## src/rtl/pll_lock_supervisor.sv

```systemverilog
// Supervises NUM_PLL PLLs: pulses a shared PLL reset, waits for lock, qualifies stability, retries or fails.
// Optional sticky UNLOCK_SEEN output is compiled in with `define PLL_SUPERVISOR_UNLOCK_LATCH_EN.
module pll_lock_supervisor #(
  parameter int NUM_PLL      = 2,
  parameter int RST_CYCLES   = 16,
  parameter int LOCK_TIMEOUT = 65536,
  parameter int LOCK_STABLE  = 1024,
  parameter int MAX_RETRY    = 7
) (
  input  logic               CLKIN,
  input  logic               RESETN,
  input  logic [NUM_PLL-1:0] LOCKED,
  output logic               PLL_RST,
  output logic               READY,
  output logic               FAIL,
  output logic [2:0]         STATE,
  output logic [7:0]         RETRY_CNT
`ifdef PLL_SUPERVISOR_UNLOCK_LATCH_EN
  ,
  output logic               UNLOCK_SEEN
`endif
);

  localparam int CNT_MAX_A = (RST_CYCLES > LOCK_TIMEOUT) ? RST_CYCLES : LOCK_TIMEOUT;
  localparam int CNT_MAX   = (CNT_MAX_A > LOCK_STABLE) ? CNT_MAX_A : LOCK_STABLE;
  localparam int CNT_W     = $clog2(CNT_MAX) + 1;

  localparam logic [CNT_W-1:0] RST_LAST    = CNT_W'(RST_CYCLES - 1);
  localparam logic [CNT_W-1:0] TO_LAST     = CNT_W'(LOCK_TIMEOUT - 1);
  localparam logic [CNT_W-1:0] STABLE_LAST = CNT_W'(LOCK_STABLE - 1);
  localparam logic [CNT_W-1:0] CNT_ONE     = {{(CNT_W-1){1'b0}}, 1'b1};
  localparam logic [7:0]       RETRY_LIMIT = 8'(MAX_RETRY);

  localparam logic [2:0] S_RESET  = 3'd0;
  localparam logic [2:0] S_WAIT   = 3'd1;
  localparam logic [2:0] S_STABLE = 3'd2;
  localparam logic [2:0] S_RUN    = 3'd3;
  localparam logic [2:0] S_FAILED = 3'd4;

  logic [NUM_PLL-1:0] sync1_reg, sync2_reg;
  logic               all_lk;
  logic [2:0]         state_reg, state_next;
  logic [CNT_W-1:0]   cnt_reg, cnt_next;
  logic [7:0]         retry_reg, retry_next;
  logic               pll_rst_reg, ready_reg, fail_reg;

  // LOCKED is asynchronous to CLKIN; only the second stage is ever consumed.
  always_ff @(posedge CLKIN or negedge RESETN) begin
    if (!RESETN) begin
      sync1_reg <= '0;
      sync2_reg <= '0;
    end else begin
      sync1_reg <= LOCKED;
      sync2_reg <= sync1_reg;
    end
  end

  assign all_lk = &sync2_reg;

`ifdef PLL_SUPERVISOR_UNLOCK_LATCH_EN
  logic unlock_reg, unlock_next;
`endif

  always_comb begin
    state_next = state_reg;
    cnt_next   = cnt_reg;
    retry_next = retry_reg;
`ifdef PLL_SUPERVISOR_UNLOCK_LATCH_EN
    unlock_next = unlock_reg;
`endif
    case (state_reg)
      S_RESET: begin
        if (cnt_reg == RST_LAST) begin
          state_next = S_WAIT;
          cnt_next   = '0;
        end else begin
          cnt_next = cnt_reg + CNT_ONE;
        end
      end
      S_WAIT: begin
        // Lock takes priority over a timeout landing on the same cycle.
        if (all_lk) begin
          state_next = S_STABLE;
          cnt_next   = '0;
        end else if (cnt_reg == TO_LAST) begin
          cnt_next = '0;
          if (retry_reg < RETRY_LIMIT) begin
            retry_next = retry_reg + 8'd1;
            state_next = S_RESET;
          end else begin
            state_next = S_FAILED;
          end
        end else begin
          cnt_next = cnt_reg + CNT_ONE;
        end
      end
      S_STABLE: begin
        if (!all_lk) begin
          state_next = S_WAIT;
          cnt_next   = '0;
        end else if (cnt_reg == STABLE_LAST) begin
          state_next = S_RUN;
          cnt_next   = '0;
        end else begin
          cnt_next = cnt_reg + CNT_ONE;
        end
      end
      S_RUN: begin
        // Loss of lock in RUN always retries; the budget only limits startup attempts.
        if (!all_lk) begin
          state_next = S_RESET;
          cnt_next   = '0;
          if (retry_reg != 8'hFF) begin
            retry_next = retry_reg + 8'd1;
          end
`ifdef PLL_SUPERVISOR_UNLOCK_LATCH_EN
          unlock_next = 1'b1;
`endif
        end
      end
      S_FAILED: begin
        state_next = S_FAILED;
      end
      default: begin
        state_next = S_RESET;
        cnt_next   = '0;
      end
    endcase
  end

  // Outputs are decoded from the next state so they change on the same edge as STATE.
  always_ff @(posedge CLKIN or negedge RESETN) begin
    if (!RESETN) begin
      state_reg   <= S_RESET;
      cnt_reg     <= '0;
      retry_reg   <= '0;
      pll_rst_reg <= 1'b1;
      ready_reg   <= 1'b0;
      fail_reg    <= 1'b0;
    end else begin
      state_reg   <= state_next;
      cnt_reg     <= cnt_next;
      retry_reg   <= retry_next;
      pll_rst_reg <= (state_next == S_RESET) || (state_next == S_FAILED);
      ready_reg   <= (state_next == S_RUN);
      fail_reg    <= (state_next == S_FAILED);
    end
  end

`ifdef PLL_SUPERVISOR_UNLOCK_LATCH_EN
  always_ff @(posedge CLKIN or negedge RESETN) begin
    if (!RESETN) begin
      unlock_reg <= 1'b0;
    end else begin
      unlock_reg <= unlock_next;
    end
  end

  assign UNLOCK_SEEN = unlock_reg;
`endif

  assign PLL_RST   = pll_rst_reg;
  assign READY     = ready_reg;
  assign FAIL      = fail_reg;
  assign STATE     = state_reg;
  assign RETRY_CNT = retry_reg;

endmodule
```

## config.mk

```make
export PLATFORM = sky130hd
export DESIGN_NAME = pll_lock_supervisor
export DESIGN_NICKNAME = d
export VERILOG_FILES = /design/src/rtl/pll_lock_supervisor.sv
export SDC_FILE = /design/constraint.sdc
export NUM_CORES = 1
export LEC_CHECK = 0
export CAP_MARGIN = 40
export CORE_MARGIN = 5
export CORE_UTILIZATION = 45
export DETAILED_ROUTE_END_ITERATION = 6
export PLACE_DENSITY = 0.68
export SLEW_MARGIN = 10
export SYNTH_ARGS = -nofsm -noshare
export SYNTH_HDL_FRONTEND = slang
export SYNTH_SLANG_ARGS = --single-unit
```

## constraint.sdc

```tcl
create_clock -name CLKIN -period 2.7 [get_ports CLKIN]
set_clock_uncertainty 0.1 [all_clocks]
set_input_delay 0.54 -clock CLKIN [delete_from_list [all_inputs] [get_ports CLKIN]]
set_output_delay 0.54 -clock CLKIN [all_outputs]
set_load 0.03 [all_outputs]
```

### Word-level counts from Yosys, hierarchy flattened

Cells that the tools add are included.

| word-level totals | value |
|---|---|
| flip-flop bits (word level) | 35 |
| input port bits | 4 |
| output and inout port bits | 14 |
| word-level logic and storage cells | 55 |

| cells by class | value |
|---|---|
| add/subtract/negate cells | 2 |
| order comparisons | 1 |
| equality and inequality tests | 15 |
| multiplexer cells | 21 |
| bitwise gates (word level) | 1 |
| reduce and logical (&&, ||, !) cells | 7 |

Operator list:

| cell | count |
|---|---|
| $mux W17 | 6 |
| $pmux W17 S5 | 1 |
| $mux W8 | 5 |
| $mux W3 | 7 |
| $add A17 B1 Y17 const B | 1 |
| $eq A17 B10 Y1 const B | 1 |
| $eq A17 B16 Y1 const B | 1 |
| $eq A17 B4 Y1 const B | 1 |
| $pmux W8 S2 | 1 |
| $pmux W3 S5 | 1 |
| $ne A2 B2 Y1 const B | 5 |
| $eq A3 B2 Y1 const B | 3 |
| $add A8 B1 Y8 const B | 1 |
| $lt A8 B3 Y1 const B | 1 |
| $ne A8 B8 Y1 const B | 1 |
| $eq A3 B3 Y1 const B | 2 |
| $logic_not A3 Y1 | 2 |
| $reduce_and A6 Y1 | 1 |
| $reduce_and A2 Y1 | 2 |
| $eq A3 B1 Y1 const B | 1 |
| $reduce_bool A2 Y1 | 1 |
| $logic_or A1 B1 Y1 | 1 |
| $not A1 Y1 | 1 |

### Depth between registers and ports, before layout

| depth | value |
|---|---|
| depth after elaboration | 7 |
| mapped depth | 12 |
| mapped depth without buffers | 12 |

### Least setup slack after synthesis

No wires, ideal clock.

| timing path | value |
|---|---|
| kind | reg2reg |
| start point | reg cnt_reg[0] |
| end point | reg retry_reg[5], in the netlist RETRY_CNT[5] |
| arrival time | 2.728 ns |
| path slack | -0.263 ns |
| cell stages (with the launch flop) | 13 |
| path buffers | 0 |
| cells stage by stage | dfrtp_1 > ha_1 > nand3_1 > nor4_2 > and3_1 > nand3_1 > inv_1 > ha_1 > nand4b_1 > a211oi_2 > and4_1 > nand3_1 > xnor2_1 |

| between the ends | value |
|---|---|
| word-level cells in the longest chain between the ends | 3 |

RTL lines:

| element | RTL line | text |
|---|---|---|
| from (decl) | 43 | `logic [CNT_W-1:0] cnt_reg, cnt_next;` |
| from (signal assigned) | 142 | `cnt_reg <= cnt_next;` |
| $eq A17 B16 Y1 | 85 | `end else if (cnt_reg == TO_LAST) begin` |
| $ne A2 B2 Y1 (no source line) | - |  |
| $reduce_and A6 Y1 (no source line) | - |  |
| to (signal assigned) | 143 | `retry_reg <= retry_next;` |
| to (decl) | 44 | `logic [7:0] retry_reg, retry_next;` |

Every way passes these cells.
A chain may end at the register's enable or synchronous reset.

### Final worst setup path

| timing path | value |
|---|---|
| start point | reg cnt_reg[1] |
| end point | reg retry_reg[5], in the netlist RETRY_CNT[5] |

The elaborated chain is that of the path after synthesis.

==> metrics.cfg <==
[clocking]
cts_max_path_buffers = 2
clkLatencyLatePin_ns = 0.28
cts_sinks = 35
cts_root_buf = clkbuf_8
cts-hold-fix-buffers = 0
cts_made_buffers = 5
tritoncts = yes
clk_pin_slew_ns = 0.07
cts_max_level = 2

[floorplan]
rows = 22
die_w_um = 72.44
dieArea_um2 = 5247
ios = 18
core_um2 = 3716
initial_core_util = 0.4721
die_h_um = 72.44

[placed_design]
gp_routability_congestion = 0.8563
port_buffers = 17
pre_cts_ws_ns = -0.07585
post-dp-hpwl_mm = 2.688
place_area_um2 = 2058

[synthesis]
netlist_top_cells_area = dfrtp_1 (49%), nand2_1 (3.6%), nand3_1 (3.4%)
synthCells = 174
postSynthAreaPerCell_um2 = 10.08
post-synth-top-count-cell = dfrtp_1
synth_top_area_share = 0.4850
synth_largest_area_cell = dfrtp_1
ys_warn_count = 0
synth_area_um2 = 1754
ys.flop_type = dfrtp_1
synth.top_cells.by_count = dfrtp_1 (34), nand2_1 (17), nand3_1 (12)
ys_seq_area_frac = 0.5000
ys_seq_elements = 35
synth_cell_types = 44
synth_edf_count = 0
synth_nets = 182
postSynth.asyncResetShare = 1.000

[timing]
setup_slack_ns = 0.05330
hold_viol = 0
fin_crit_sh = 0.9803
setup_viol = 0
slew_headroom = 0.6931
fin_crit_ns = 2.647
tightest_slew_ns = 0.4561
final-max-slew-violation-count = 0
holdWs_ns = 0.2592
grt_setup_unrepaired = yes
max_freq_ghz = 0.3778

[power_and_ir_drop]
switching_share = 0.3722
peakVddDrop_mv = 0.3714
p_leak_nw = 0.9396
powerDensity_nw_per_um2 = 710.6
total_power_mw = 1.568
combPwrFrac = 0.336
p_clk_frac = 0.226
p_switching_mw = 0.5835
internal-power_mw = 0.9840
p_seq_frac = 0.438

[setup_path]
cp-end-kind = register
r2r_slack_ns = 0.05
reg2reg_from = cnt_reg[1]
cp_max_fo = 4
startpoint_type = register
cp.arrival_ns = 2.71
ff2ff_path_depth = 12
r2r_end = RETRY_CNT[5]
cp.required_ns = 2.76
path_class = register to register

[layout]
area_growth_pct = 25.75
layout.nets = 214
postLayoutCoreUtil = 0.5936
design_area_um2 = 2206
drive_gt1_frac = 0.1739
largest_reg_flops = 17
n_antenna_cell = 0

[route]
antenna_left = 0
drt_wl_total_mm = 3.877
drt_iter0_markers = 102
top_layer_used = met4
m1WireLength_mm = 1.726
vias = 1473
vias_per_cell = 5.776
dr_wl_met3_um = 297
drc = 0
wire_per_inst_um = 15.20
wl_met2_mm = 1.840
drt_first_pass_iters = 4

[global_routing]
grt-ovfl-total = 0
grt_pass1_vias = 1455
track_usage = 0.1598
grt_pass1_wl_mm = 6.644
grt_antenna_before_repair = 0
grt_max_degree = 36

[hold_path]
min_from = sync1_reg[0]
hold_path_depth = 0
hp-class = register to register
worstHoldEndpoint = sync2_reg[0]

[run_status]
status = finished clean

[run]
maxCapViolations = 0

## power groups by stage
stage	Clock [mW]	Sequential (mW)	Combinational, mW
global placement	0	0.690	0.508
finish	0.355	0.686	0.527
detailed placement	0	0.694	0.520
global route	0.393	0.697	0.567
floorplan	0	0.748	0.290
CTS	0.362	0.686	0.520
## worst max-delay path by stage
stage,startpoint,to,slack (ns)
3_3_place_gp,cnt_reg[1],RETRY_CNT[5],0.08
5_1_grt,cnt_reg[1],RETRY_CNT[7],-0.07
2_1_floorplan,cnt_reg[0],RETRY_CNT[5],-0.09
4_1_cts,cnt_reg[1],RETRY_CNT[5],0.01
3_5_place_dp,cnt_reg[1],RETRY_CNT[5],-0.08
6_report,cnt_reg[1],RETRY_CNT[5],0.05
## repair_timing
action,CTS,global route
setup endpoints to repair,3,11
pin swaps,5,4
hold endpoints to repair,0,0
gates resized for setup,4,2
buffers inserted,4,1
## stage by stage
step,TNS [ns],cells
3_5_place_dp,-0.1381,242
3_3_place_gp,0,242
6_report,0,255
4_1_cts,0,254
2_1_floorplan,-0.1819,174
5_1_grt,-0.3065,255
## layer usage
metal / global-route usage / up-vias
met5: 0 / -
met4: 0.06762 / 0
met3: 0.03463 / 2
met2: 0.2336 / 59
met1: 0.2278 / 710
li1: - / 702
## layout by cell type, fill, tap and decap left out, types with 4 or more instances in the layout
master / instances
dfrtp_1: 34
nand2_1: 17
clkdlybuf4s50_1: 17
buf_4: 13
nand3_1: 10
nor2_1: 10
inv_1: 9
nor3_1: 9
o21ai_0: 8
and3_1: 6
xnor2_1: 6
clkbuf_8: 5
a21oi_1: 4
o221ai_1: 4
o31ai_1: 4
## critical path, cell delays in order (launching register included)
cell and delay (ns):
dfrtp_1 0.40, ha_4 0.17, nand3_4 0.08, nor4_4 0.30, and3_4 0.23, nand3_2 0.09
inv_2 0.08, ha_4 0.14, nand4b_1 0.18, a211oi_4 0.27, and4_4 0.26, nand3_1 0.10
xnor2_1 0.14
## cells by family after synthesis
kind of cell | count (synthesis) | synth area share
adder cells (fa/ha/maj) | 4 | 0.02853
XOR/XNOR | 8 | 0.03994
flip-flops | 35 | 0.5000
buffers and inverters | 15 | 0.03851
AND/OR/NAND/NOR | 74 | 0.2340
AO/OA/AOI/OAI | 37 | 0.1526
multiplexers | 1 | 0.006419
## layout make-up
type / instances / area (um2)
Multi-Input combinational cell: 124 / 883.3
Timing Repair Buffer: 30 / 267.8
Sequential cell: 35 / 877.1
Clock buffer: 8 / 80.08
Inverter: 10 / 37.54
Tap cell: 48 / 60.06
Fill cell: 322 / 1510
Note: power is estimated with default switching activity, not from simulation.
